**config.mk**
```make
export PLATFORM = sky130hd
export DESIGN_NAME = lcd_text_engine
export DESIGN_NICKNAME = d
export VERILOG_FILES = /design/src/rtl/lcd_text_engine.sv
export SDC_FILE = /design/constraint.sdc
export NUM_CORES = 1
export LEC_CHECK = 0
export ABC_CLOCK_PERIOD_IN_PS = 3300
export CAP_MARGIN = 10
export CELL_PAD_IN_SITES_DETAIL_PLACEMENT = 1
export CELL_PAD_IN_SITES_GLOBAL_PLACEMENT = 2
export CORE_ASPECT_RATIO = 1.5
export CORE_MARGIN = 4
export CORE_UTILIZATION = 40
export CTS_CLUSTER_SIZE = 12
export DETAILED_ROUTE_END_ITERATION = 8
export GPL_ROUTABILITY_DRIVEN = 0
export GPL_TIMING_DRIVEN = 0
export PLACE_DENSITY_LB_ADDON = 0.08
export SYNTH_ARGS = -nofsm -noshare
export SYNTH_HDL_FRONTEND = slang
export SYNTH_SLANG_ARGS = --single-unit
```
**constraint.sdc**
```tcl
create_clock -name clk -period 3.3 [get_ports clk]
set_input_delay 0.33 -clock clk [delete_from_list [all_inputs] [get_ports clk]]
set_output_delay 0.33 -clock clk [all_outputs]
set_load 0.03 [all_outputs]
```
**src/rtl/lcd_text_engine.sv**
```systemverilog
// HD44780-compatible 8-bit text engine: character buffer, bus tick divider,
// power-on init and a row-addressed refresh sequencer for ROWS x COLS displays.
module lcd_text_engine #(
    parameter int CLK_DIV     = 16,
    parameter int ROWS        = 2,
    parameter int COLS        = 16,
    parameter int POWER_TICKS = 4000,
    parameter int CMD_TICKS   = 16,
    parameter int CLEAR_TICKS = 600,
    parameter int AUTO_TICKS  = 0
) (
    input  logic       clk,
    input  logic       sysrst,
    input  logic       update,
    input  logic       wren,
    input  logic [7:0] addressDsp,
    input  logic [7:0] dataDsp,
    output logic       lcd_rs,
    output logic       lcd_rw,
    output logic       lcd_e,
    output logic [7:0] lcd_data,
    output logic       busy,
    output logic       init_done
);
    localparam int CELLS     = ROWS * COLS;
    localparam int BAW       = (CELLS > 1) ? $clog2(CELLS) : 1;
    localparam int DW        = $clog2(CLK_DIV);
    localparam int AUW       = $clog2(AUTO_TICKS + 1) + 1;
    localparam int AUTO_LAST = (AUTO_TICKS > 0) ? AUTO_TICKS - 1 : 0;
    localparam logic [7:0] BASE2 = 8'(COLS);
    localparam logic [7:0] BASE3 = 8'(64 + COLS);

    typedef enum logic [2:0] {ST_POWER, ST_INIT, ST_IDLE, ST_ROWADDR, ST_CHARS} state_t;
    typedef enum logic [1:0] {PH_SETUP, PH_STROBE, PH_WAIT} phase_t;

    state_t           state_r, state_n;
    phase_t           phase_r, phase_n;
    logic [15:0]      wait_cnt_r, wait_n, wait_last_s;
    logic [1:0]       init_idx_r, init_idx_n, row_r, row_n;
    logic [5:0]       col_r, col_n;
    logic [AUW-1:0]   auto_cnt_r, auto_n;
    logic [DW-1:0]    div_cnt_r;
    logic [8:0]       sweep_cnt_r, rd_addr_s;
    logic             pending_r, pending_n, busy_r, busy_n, init_done_r, init_done_n;
    logic             lcd_rs_r, rs_n, lcd_e_r, e_n;
    logic [7:0]       lcd_data_r, data_n, cmd_byte_s, base_s, rd_data_r;
    logic             tick_s, sweeping_s, wr_en_s, auto_hit_s, req_s, cmd_state_s;
    logic [BAW-1:0]   wr_addr_s;
    logic [7:0]       wr_data_s;
    logic [7:0]       mem_r [0:(1 << BAW) - 1];

    assign tick_s      = (div_cnt_r == DW'(CLK_DIV - 1));
    assign sweeping_s  = (sweep_cnt_r < 9'(CELLS));
    assign wr_en_s     = sweeping_s | (wren & ({1'b0, addressDsp} < 9'(CELLS)));
    assign wr_addr_s   = sweeping_s ? BAW'(sweep_cnt_r) : BAW'(addressDsp);
    assign wr_data_s   = sweeping_s ? 8'h20 : dataDsp;
    assign rd_addr_s   = 9'(row_r) * 9'(COLS) + 9'(col_r);
    assign auto_hit_s  = (AUTO_TICKS > 0) && (state_r == ST_IDLE) && tick_s &&
                         (auto_cnt_r == AUW'(AUTO_LAST));
    assign req_s       = update | pending_r | auto_hit_s;
    assign cmd_state_s = (state_r == ST_INIT) || (state_r == ST_ROWADDR) || (state_r == ST_CHARS);

    // Buffer storage: one write port, registered read port (not reset).
    always_ff @(posedge clk) begin
        if (wr_en_s) begin
            mem_r[wr_addr_s] <= wr_data_s;
        end
        rd_data_r <= mem_r[BAW'(rd_addr_s)];
    end

    // Byte to put on the bus at the next SETUP tick and the low time that follows.
    always_comb begin
        case (row_r)
            2'd0:    base_s = 8'h00;
            2'd1:    base_s = 8'h40;
            2'd2:    base_s = BASE2;
            default: base_s = BASE3;
        endcase
        case (state_r)
            ST_INIT: begin
                case (init_idx_r)
                    2'd0:    cmd_byte_s = 8'h38;
                    2'd1:    cmd_byte_s = 8'h0C;
                    2'd2:    cmd_byte_s = 8'h01;
                    default: cmd_byte_s = 8'h06;
                endcase
            end
            ST_ROWADDR: cmd_byte_s = 8'h80 | base_s;
            ST_CHARS:   cmd_byte_s = rd_data_r;
            default:    cmd_byte_s = 8'h00;
        endcase
        if (!lcd_rs_r && lcd_data_r == 8'h01) begin
            wait_last_s = 16'(CLEAR_TICKS - 1);
        end else begin
            wait_last_s = 16'(CMD_TICKS - 1);
        end
    end

    // Next-state logic: bus phase engine plus sequencer.
    always_comb begin
        state_n     = state_r;
        phase_n     = phase_r;
        wait_n      = wait_cnt_r;
        init_idx_n  = init_idx_r;
        row_n       = row_r;
        col_n       = col_r;
        busy_n      = busy_r;
        init_done_n = init_done_r;
        rs_n        = lcd_rs_r;
        e_n         = lcd_e_r;
        data_n      = lcd_data_r;
        pending_n   = pending_r | (busy_r & update);
        auto_n      = {AUW{1'b0}};

        if (cmd_state_s && tick_s) begin
            case (phase_r)
                PH_SETUP: begin
                    rs_n    = (state_r == ST_CHARS);
                    data_n  = cmd_byte_s;
                    e_n     = 1'b0;
                    phase_n = PH_STROBE;
                end
                PH_STROBE: begin
                    e_n     = 1'b1;
                    phase_n = PH_WAIT;
                    wait_n  = 16'd0;
                end
                default: begin
                    e_n = 1'b0;
                    if (wait_cnt_r == wait_last_s) begin
                        phase_n = PH_SETUP;
                    end else begin
                        wait_n = wait_cnt_r + 16'd1;
                    end
                end
            endcase
        end else begin
            phase_n = phase_n;
        end

        // A transfer completes on the last low tick of its wait.
        case (state_r)
            ST_POWER: begin
                if (tick_s) begin
                    if (wait_cnt_r == 16'(POWER_TICKS - 1)) begin
                        state_n    = ST_INIT;
                        phase_n    = PH_SETUP;
                        wait_n     = 16'd0;
                        init_idx_n = 2'd0;
                    end else begin
                        wait_n = wait_cnt_r + 16'd1;
                    end
                end else begin
                    wait_n = wait_cnt_r;
                end
            end
            ST_INIT: begin
                if (tick_s && phase_r == PH_WAIT && wait_cnt_r == wait_last_s) begin
                    if (init_idx_r == 2'd3) begin
                        state_n     = ST_IDLE;
                        init_done_n = 1'b1;
                        busy_n      = 1'b0;
                    end else begin
                        init_idx_n = init_idx_r + 2'd1;
                    end
                end else begin
                    init_idx_n = init_idx_r;
                end
            end
            ST_IDLE: begin
                auto_n = auto_cnt_r + AUW'(tick_s);
                if (req_s) begin
                    state_n   = ST_ROWADDR;
                    phase_n   = PH_SETUP;
                    busy_n    = 1'b1;
                    pending_n = 1'b0;
                    row_n     = 2'd0;
                    auto_n    = {AUW{1'b0}};
                end else begin
                    state_n = ST_IDLE;
                end
            end
            ST_ROWADDR: begin
                if (tick_s && phase_r == PH_WAIT && wait_cnt_r == wait_last_s) begin
                    state_n = ST_CHARS;
                    col_n   = 6'd0;
                end else begin
                    col_n = col_r;
                end
            end
            ST_CHARS: begin
                if (tick_s && phase_r == PH_WAIT && wait_cnt_r == wait_last_s) begin
                    if (col_r != 6'(COLS - 1)) begin
                        col_n = col_r + 6'd1;
                    end else if (row_r != 2'(ROWS - 1)) begin
                        row_n   = row_r + 2'd1;
                        state_n = ST_ROWADDR;
                    end else begin
                        state_n = ST_IDLE;
                        busy_n  = 1'b0;
                    end
                end else begin
                    col_n = col_r;
                end
            end
            default: begin
                state_n = ST_POWER;
                phase_n = PH_SETUP;
                wait_n  = 16'd0;
            end
        endcase
    end

    // State, counters and registered bus outputs.
    always_ff @(posedge clk or posedge sysrst) begin
        if (sysrst) begin
            state_r     <= ST_POWER;
            phase_r     <= PH_SETUP;
            wait_cnt_r  <= 16'd0;
            init_idx_r  <= 2'd0;
            row_r       <= 2'd0;
            col_r       <= 6'd0;
            auto_cnt_r  <= {AUW{1'b0}};
            div_cnt_r   <= {DW{1'b0}};
            sweep_cnt_r <= 9'd0;
            pending_r   <= 1'b0;
            busy_r      <= 1'b1;
            init_done_r <= 1'b0;
            lcd_rs_r    <= 1'b0;
            lcd_e_r     <= 1'b0;
            lcd_data_r  <= 8'h00;
        end else begin
            state_r     <= state_n;
            phase_r     <= phase_n;
            wait_cnt_r  <= wait_n;
            init_idx_r  <= init_idx_n;
            row_r       <= row_n;
            col_r       <= col_n;
            auto_cnt_r  <= auto_n;
            div_cnt_r   <= tick_s ? {DW{1'b0}} : div_cnt_r + DW'(1);
            sweep_cnt_r <= sweeping_s ? sweep_cnt_r + 9'd1 : sweep_cnt_r;
            pending_r   <= pending_n;
            busy_r      <= busy_n;
            init_done_r <= init_done_n;
            lcd_rs_r    <= rs_n;
            lcd_e_r     <= e_n;
            lcd_data_r  <= data_n;
        end
    end

    assign lcd_rs    = lcd_rs_r;
    assign lcd_rw    = 1'b0;
    assign lcd_e     = lcd_e_r;
    assign lcd_data  = lcd_data_r;
    assign busy      = busy_r;
    assign init_done = init_done_r;
endmodule

```
==> flow_metrics.env, run 1 <==
export IMPL_hold_viol_final=0
export IMPL_finalCriticalPeriod_ns=3.19
export IMPL_cts_buffers=35
export IMPL_yosysMostFrequentCell="edfxtp_1"
export IMPL_start_util_pct=40.6
export IMPL_dieArea_um2=37000
export IMPL_dp_cells=1352
export IMPL_die_x_um=158
export IMPL_grt_max_degree=38
export IMPL_antenna_found_initial=0
export IMPL_fin_skew_ns=0.0192
export IMPL_leakagePower_nw=5.16
export IMPL_die_h_um=234
export IMPL_cts_sinks=321
export IMPL_reg2reg_to="mem_r[4][0]$_DFFE_PP_"
export IMPL_syn_num_nets=930
export IMPL_fillers=3339
export IMPL_synth_top_flop_cell="edfxtp_1"
export IMPL_drive_gt1_share_pct=14.2
export IMPL_grt_pass1_vias=8825
export IMPL_r2r_slack_ns=0.11
export IMPL_syn_inst=899
export IMPL_r2r_worst_path_cells=5
export IMPL_power_mw=8.18
export IMPL_crit_type="reg -> reg"
export IMPL_ir_drop_uv=354
export IMPL_sw_frac_of_total_pct=20.2
export IMPL_p_sw_mw=1.65
export IMPL_slew_violations=0
export IMPL_antenna_cells=0
export IMPL_cts_root_buf="clkbuf_16"
export IMPL_syn_cell_area_um2=13600
export IMPL_rsz0062_at_grt="true"
export IMPL_insertion_delay_ns=0.53
export IMPL_p_int_mw=6.53
export IMPL_ios=33
export IMPL_async_reset_ff_share_pct=17.8
export IMPL_synth_enable_flop_cells=256
export IMPL_postRouteAntennaNets=0
export IMPL_post_cts_buffers=0
export IMPL_hpwl_um=25800
export IMPL_pwr_share_seq_pct=53.5
export IMPL_timing_rr_start="sweep_cnt_r[5]$_DFFE_PP0P_"
export IMPL_rows=82
export IMPL_synth_avg_cell_area_um2=15.1
export IMPL_cts_tree="built"
export IMPL_crit_fanout=10
export IMPL_power_frac_clock_pct=44.7
export IMPL_synthToLayoutAreaGrowth_pct=15.8
export IMPL_max_slew_margin_pct=34.7
export IMPL_clk_pin_slew_ns=0.06
export IMPL_dr_total_vias=8194
export IMPL_drc=0
export IMPL_seq_area_frac_synth_pct=68.3
export IMPL_end_kind="flip-flop"
export IMPL_detail_route_wl_per_cell_um=25.7
export IMPL_finalNonFillerCells=1418
export IMPL_cp_required_ns=3.45
export IMPL_ys_seq_elements=321
export IMPL_h_tree_depth=2
export IMPL_synth_cell_types=68
export IMPL_vias_per_cell=5.78
export IMPL_worstHoldPathType="in -> async"
export IMPL_start_kind="flip-flop"
export IMPL_fmax_mhz=314
export IMPL_finalCritPeriodShare_pct=96.6
export IMPL_fin_nets=1006
export IMPL_powerDensity_nw_per_um2=521
export IMPL_clk_path_buf_depth=3
export IMPL_port_buffers=31
export IMPL_grt_pass1_wl_um=55200
export IMPL_tightest_slew_ns=0.967
export IMPL_combPwrFrac_pct=1.9
export IMPL_yosysWarnings=0
export IMPL_core_um2=33400
export IMPL_first_iter_violations=459
export IMPL_synth_top_area_share_pct=56.6
export IMPL_arrival_ns=3.34
export IMPL_max_cap_viol_count=0
export IMPL_drt_pass1_iterations=4
export IMPL_setup_violations=0
export IMPL_final_core_util_pct=47.0
export IMPL_grt_use_total_pct=20.1
export IMPL_yosys_top_cells_area="edfxtp_1 (57%), dfrtp_1 (10%), mux4_2 (6.6%)"
export IMPL_status="completed"
export IMPL_synth_common_cells="edfxtp_1 (256), nand2_1 (67), dfrtp_1 (56)"
export IMPL_overflow=0
export IMPL_yosysTopAreaCell="edfxtp_1"
export IMPL_wl_um=36400
## power groups by stage
stage | clock (mW) | combinational [mW] | sequential (mW)
2_1_floorplan | 0 | 0.0525 | 4.46
6_report | 3.65 | 0.152 | 4.37
3_3_place_gp | 0 | 0.116 | 4.46
5_1_grt | 3.93 | 0.165 | 4.37
4_1_cts | 3.76 | 0.134 | 4.38
3_5_place_dp | 0 | 0.132 | 4.46
## per-stage QoR
| step | TNS [ns] | instance area [µm²] | hold WS (ns) | setup slack (ns) |
|---|---|---|---|---|
| detailed placement | -3.79 | 14500 | 0.471 | -0.0891 |
| global placement | -0.0437 | 14400 | 0.457 | -0.00607 |
| global route | -0.0121 | 15700 | 0.219 | -0.00397 |
| finish | 0 | 15700 | 0.205 | 0.113 |
| CTS | -1.87 | 15500 | 0.196 | -0.0739 |
| floorplan | 0 | 13600 | 0.443 | 0.938 |
## worst max-delay path, stage by stage (launching register included)
cell,delay [ns]
dfrtp_1,0.43
or4_1,0.64
clkbuf_1,0.28
o41ai_1,0.25
o21ai_2,0.44
nor2_1,0.77
## worst max-delay path by stage
stage / start / to / slack (ns) / cells past startpoint
after CTS: sweep_cnt_r[5]$_DFFE_PP0P_ / mem_r[2][1]$_DFFE_PP_ / -0.07 / 5
final: sweep_cnt_r[5]$_DFFE_PP0P_ / mem_r[4][0]$_DFFE_PP_ / 0.11 / 5
after global placement: sweep_cnt_r[5]$_DFFE_PP0P_ / mem_r[14][3]$_DFFE_PP_ / -0.006 / 5
after detailed placement: sweep_cnt_r[5]$_DFFE_PP0P_ / mem_r[0][2]$_DFFE_PP_ / -0.09 / 5
after global routing: sweep_cnt_r[5]$_DFFE_PP0P_ / mem_r[0][1]$_DFFE_PP_ / -0.004 / 5
after floorplan: sweep_cnt_r[5]$_DFFE_PP0P_ / mem_r[0][0]$_DFFE_PP_ / 0.94 / 5
## per-layer routing
| metal | track usage (%) | wire length (µm) | vias to the layer above |
|---|---|---|---|
| met5 | 0 | 0 | - |
| met2 | 37.8 | 20400 | 141 |
| met4 | 6.80 | 1170 | 0 |
| li1 | - | - | 3708 |
| met1 | 23.2 | 13800 | 4281 |
| met3 | 2.82 | 1020 | 64 |
## layout by cell type, fill, tap and decap left out, types with 19 or more instances in the layout
cell type        instances
nand3_1                 21
nor2_2                  19
clkbuf_16               37
o221ai_1                24
edfxtp_1               256
mux2i_1                 52
clkdlybuf4s50_1         31
clkbuf_1                48
nand2_1                 66
nor2_1                  32
mux4_2                  40
o21ai_0                 30
dfrtp_1                 56
a21oi_1                 27
## state kept, by name, indices dropped and copies added, names as in the netlist, 2 cells and up
register and flops:
col_r 6, state_r 3, row_r 2, lcd_data 8, div_cnt_r 4, init_idx_r 2, sweep_cnt_r 9, mem_r 256
wait_cnt_r 16, rd_data_r 8, phase_r 2
## cell type report
cell class	instances	area (µm²)	area share, %
multi-input combinational	520	4120	26.3
timing repair buffer	39	504	3.21
sequential	321	9280	59.0
clock inverter	8	82.6	0.526
tap	420	526	3.35
inverter	10	37.5	0.239
buffer	48	200	1.27
clock buffer	52	961	6.12
## what timing repair did
action / in CTS / in global routing
setup endpoints to repair: 132 / 112
gates resized for setup: 12 / 11
hold buffers: 0 / 0
pin swaps: 0 / 0
## cell families (layout without fill, tap and decap cells)
group,count (synthesis),in the layout,synth area share (%)
xor gates and xnor gates,6,6,0.387
muxes,92,92,10.5
AOI/OAI and AO/OA,187,187,9.58
buffers and inverters,58,157,1.75
adders and majority gates,11,11,1.01
other,1,1,0.0276
and+or+nand+nor,223,223,8.42
DFF,321,321,68.3
Note: power is estimated with default switching activity, not from simulation.
==> run 2, diff against run 1 <==
- ABC_CLOCK_PERIOD_IN_PS: 3300 -> default
==> results of run 2 <==
Same layout as run 1: the final DEF is identical, and so are final timing and power.
==> RTL change (config.mk and constraints of run 1) <==
Change the parameter `COLS` from 16 to 8.
--- a/src/rtl/lcd_text_engine.sv
+++ b/src/rtl/lcd_text_engine.sv
@@ -3,7 +3,7 @@
 module lcd_text_engine #(
     parameter int CLK_DIV     = 16,
     parameter int ROWS        = 2,
-    parameter int COLS        = 16,
+    parameter int COLS        = 8,
     parameter int POWER_TICKS = 4000,
     parameter int CMD_TICKS   = 16,
     parameter int CLEAR_TICKS = 600,
Function: same outputs for any inputs over 10 cycles, from zero or initial values and one cycle with sysrst high; that may be too few to reach the edited logic, so the function may still have changed.
==> RTL change against run 1 <==
Combinational power shrank 42%; routed wire length shrank 43%; synthesized cell count decreased by 35%; first-iteration DRC count down 54%; highest routed layer unchanged; sequential cell count decreased by 128; worst setup slack improved by 84 ps; count of clock-buffer cells in the layout is 35 lower; synthesized area shrank 38%; final area decreased by 38%; cell count shrank 35%; clock skew fell by 13 ps; power down 42%.
==> RTL change: results (changes against run 1) <==
** STA
- Final Skew :: 6.08 ps (was 19.2 ps)
- Worst hold slack across all endpoints :: 293 ps (was 205 ps)

** Setup path
- Critical path required time :: 3360 ps (was 3450 ps)
- The setup slack on the worst flop-to-flop path is 200 ps (was 110 ps).
- The end of the worst register-to-register path is mem_r[15][5] (was mem_r[4][0]).

** Yosys
- Synth top cells by count :: 128 x sky130_fd_sc_hd__edfxtp_1, 56 x sky130_fd_sc_hd__dfrtp_1, 52 x sky130_fd_sc_hd__nor2_1 (was 256 x sky130_fd_sc_hd__edfxtp_1, 67 x sky130_fd_sc_hd__nand2_1, 56 x sky130_fd_sc_hd__dfrtp_1)
- Library cells used by synthesis :: 67 (was 68)
- Cells taking the most area after synthesis: sky130_fd_sc_hd__edfxtp_1 46%, sky130_fd_sc_hd__dfrtp_1 17%, sky130_fd_sc_hd__mux4_2 11% (was sky130_fd_sc_hd__edfxtp_1 57%, sky130_fd_sc_hd__dfrtp_1 10%, sky130_fd_sc_hd__mux4_2 6.6%).
- Proportion of register bits with asynchronous set or reset after synthesis :: 29.5% (was 17.8%)
- Seq/Total Area, Yosys :: 64.9% (was 68.3%)
- Post-Synthesis Net Count :: 614 (was 930)
- Syn Inst Count :: 582 (was 899)

** Cells and area
- The proportion of cell area spent on the clock network is 6.21% (was 6.64%).
- Number of clock-tree buffers in the layout :: 17 (was 52)
- The multi-input gate count is 346 (was 520).
- The footprint of the flip-flops and latches was 0.00543 mm² (was 0.00928 mm²).
- The count of inverters not on the clock network in the layout is 14 (was 10).
- Share of post-route cells with drive strength above 1 :: 16.1% (was 14.2%)
- Non-clock buffer contribution to total cell area :: 5.11% (was 4.48%)
- Number of sequential cells in the layout :: 193 (was 321)
- # nets final :: 670 (was 1006)
- The final cell count without fillers was 915 (was 1418).

** GRT
- Largest net degree at the start of global routing :: 33 (was 38)
- The met2 routing resource usage after global routing is 37.8% (about the same).
- The met3 routing resource usage after global routing came to 3.49% (was 2.82%).
- Global-route wire length before repair :: 32.3 mm (was 55.2 mm)
- The met1 track demand over resource in global routing was 18.3% (was 23.2%).

** Outcome
- Run status: finished clean (unchanged).

** Clocking
- Clock Latency Late Sink :: 430 ps (was 530 ps)
- The maximum buffer depth of the clock tree came to 2 (was 3).

** Route
- Overall via count from detail_route :: 5070 (was 8194)
- Drt first pass iters :: 5 (was 4)

** Place
- The placed cell count was 880 (was 1352).
- Post-placement worst setup slack :: 120 ps (was -89.1 ps)
RTL change: cell types whose count changed in the layout (fill, tap and decap cells not counted), sizes merged, moves of 15 or more:
| cell | before | now |
|---|---|---|
| edfxtp | 256 | 128 |
| mux2i | 52 | 1 |
| clkbuf | 85 | 36 |
| nand2 | 67 | 40 |
| o221ai | 24 | 1 |
| o22ai | 17 | 2 |
RTL change: through the flow:
step	area (µm²)	setup TNS (ps)	util [%]
global route	9670	-1240	47.2
finish	9670	0	47.2
CTS	9650	0	47.1
detailed placement	9050	0	44.1
floorplan	8370	0	-
global placement	9010	0	43.9
RTL change: power by group:
group / internal, W / switching, W / total (W)
registers: 0.00258 / 0.0000000836 / 0.00258
clock network: 0.00114 / 0.000973 / 0.00211
logic: 0.0000319 / 0.0000562 / 0.0000881
total: 0.00375 / 0.00103 / 0.00478
RTL change: how the worst max path moves through the flow:
stage	startpoint	endpoint	slack [ps]	cells after the start
after CTS	sweep_cnt_r[5]	mem_r[11][3]	100	5
after floorplan	sweep_cnt_r[5]	mem_r[15][0]	840	5
final	sweep_cnt_r[5]	mem_r[15][5]	200	5
after detailed placement	sweep_cnt_r[5]	mem_r[11][3]	120	5
after global routing	sweep_cnt_r[5]	mem_r[8][1]	-50	5
after global placement	sysrst	wait_cnt_r[9]	230	2
RTL change: worst register-to-register path, cell delays in order, from the launching register on:
cell                       delay, ps
sky130_fd_sc_hd__dfrtp_1         380
sky130_fd_sc_hd__or4_1           560
sky130_fd_sc_hd__nor2_1          450
sky130_fd_sc_hd__clkbuf_1        390
sky130_fd_sc_hd__a31oi_1         230
sky130_fd_sc_hd__nor2_1          720
RTL change: metal layers:
layer  part of all wire (%)  routed length [µm]
met2                     60               12400
met5                      0                   0
met3                    2.4                 499
met4                    2.3                 473
met1                     36                7400
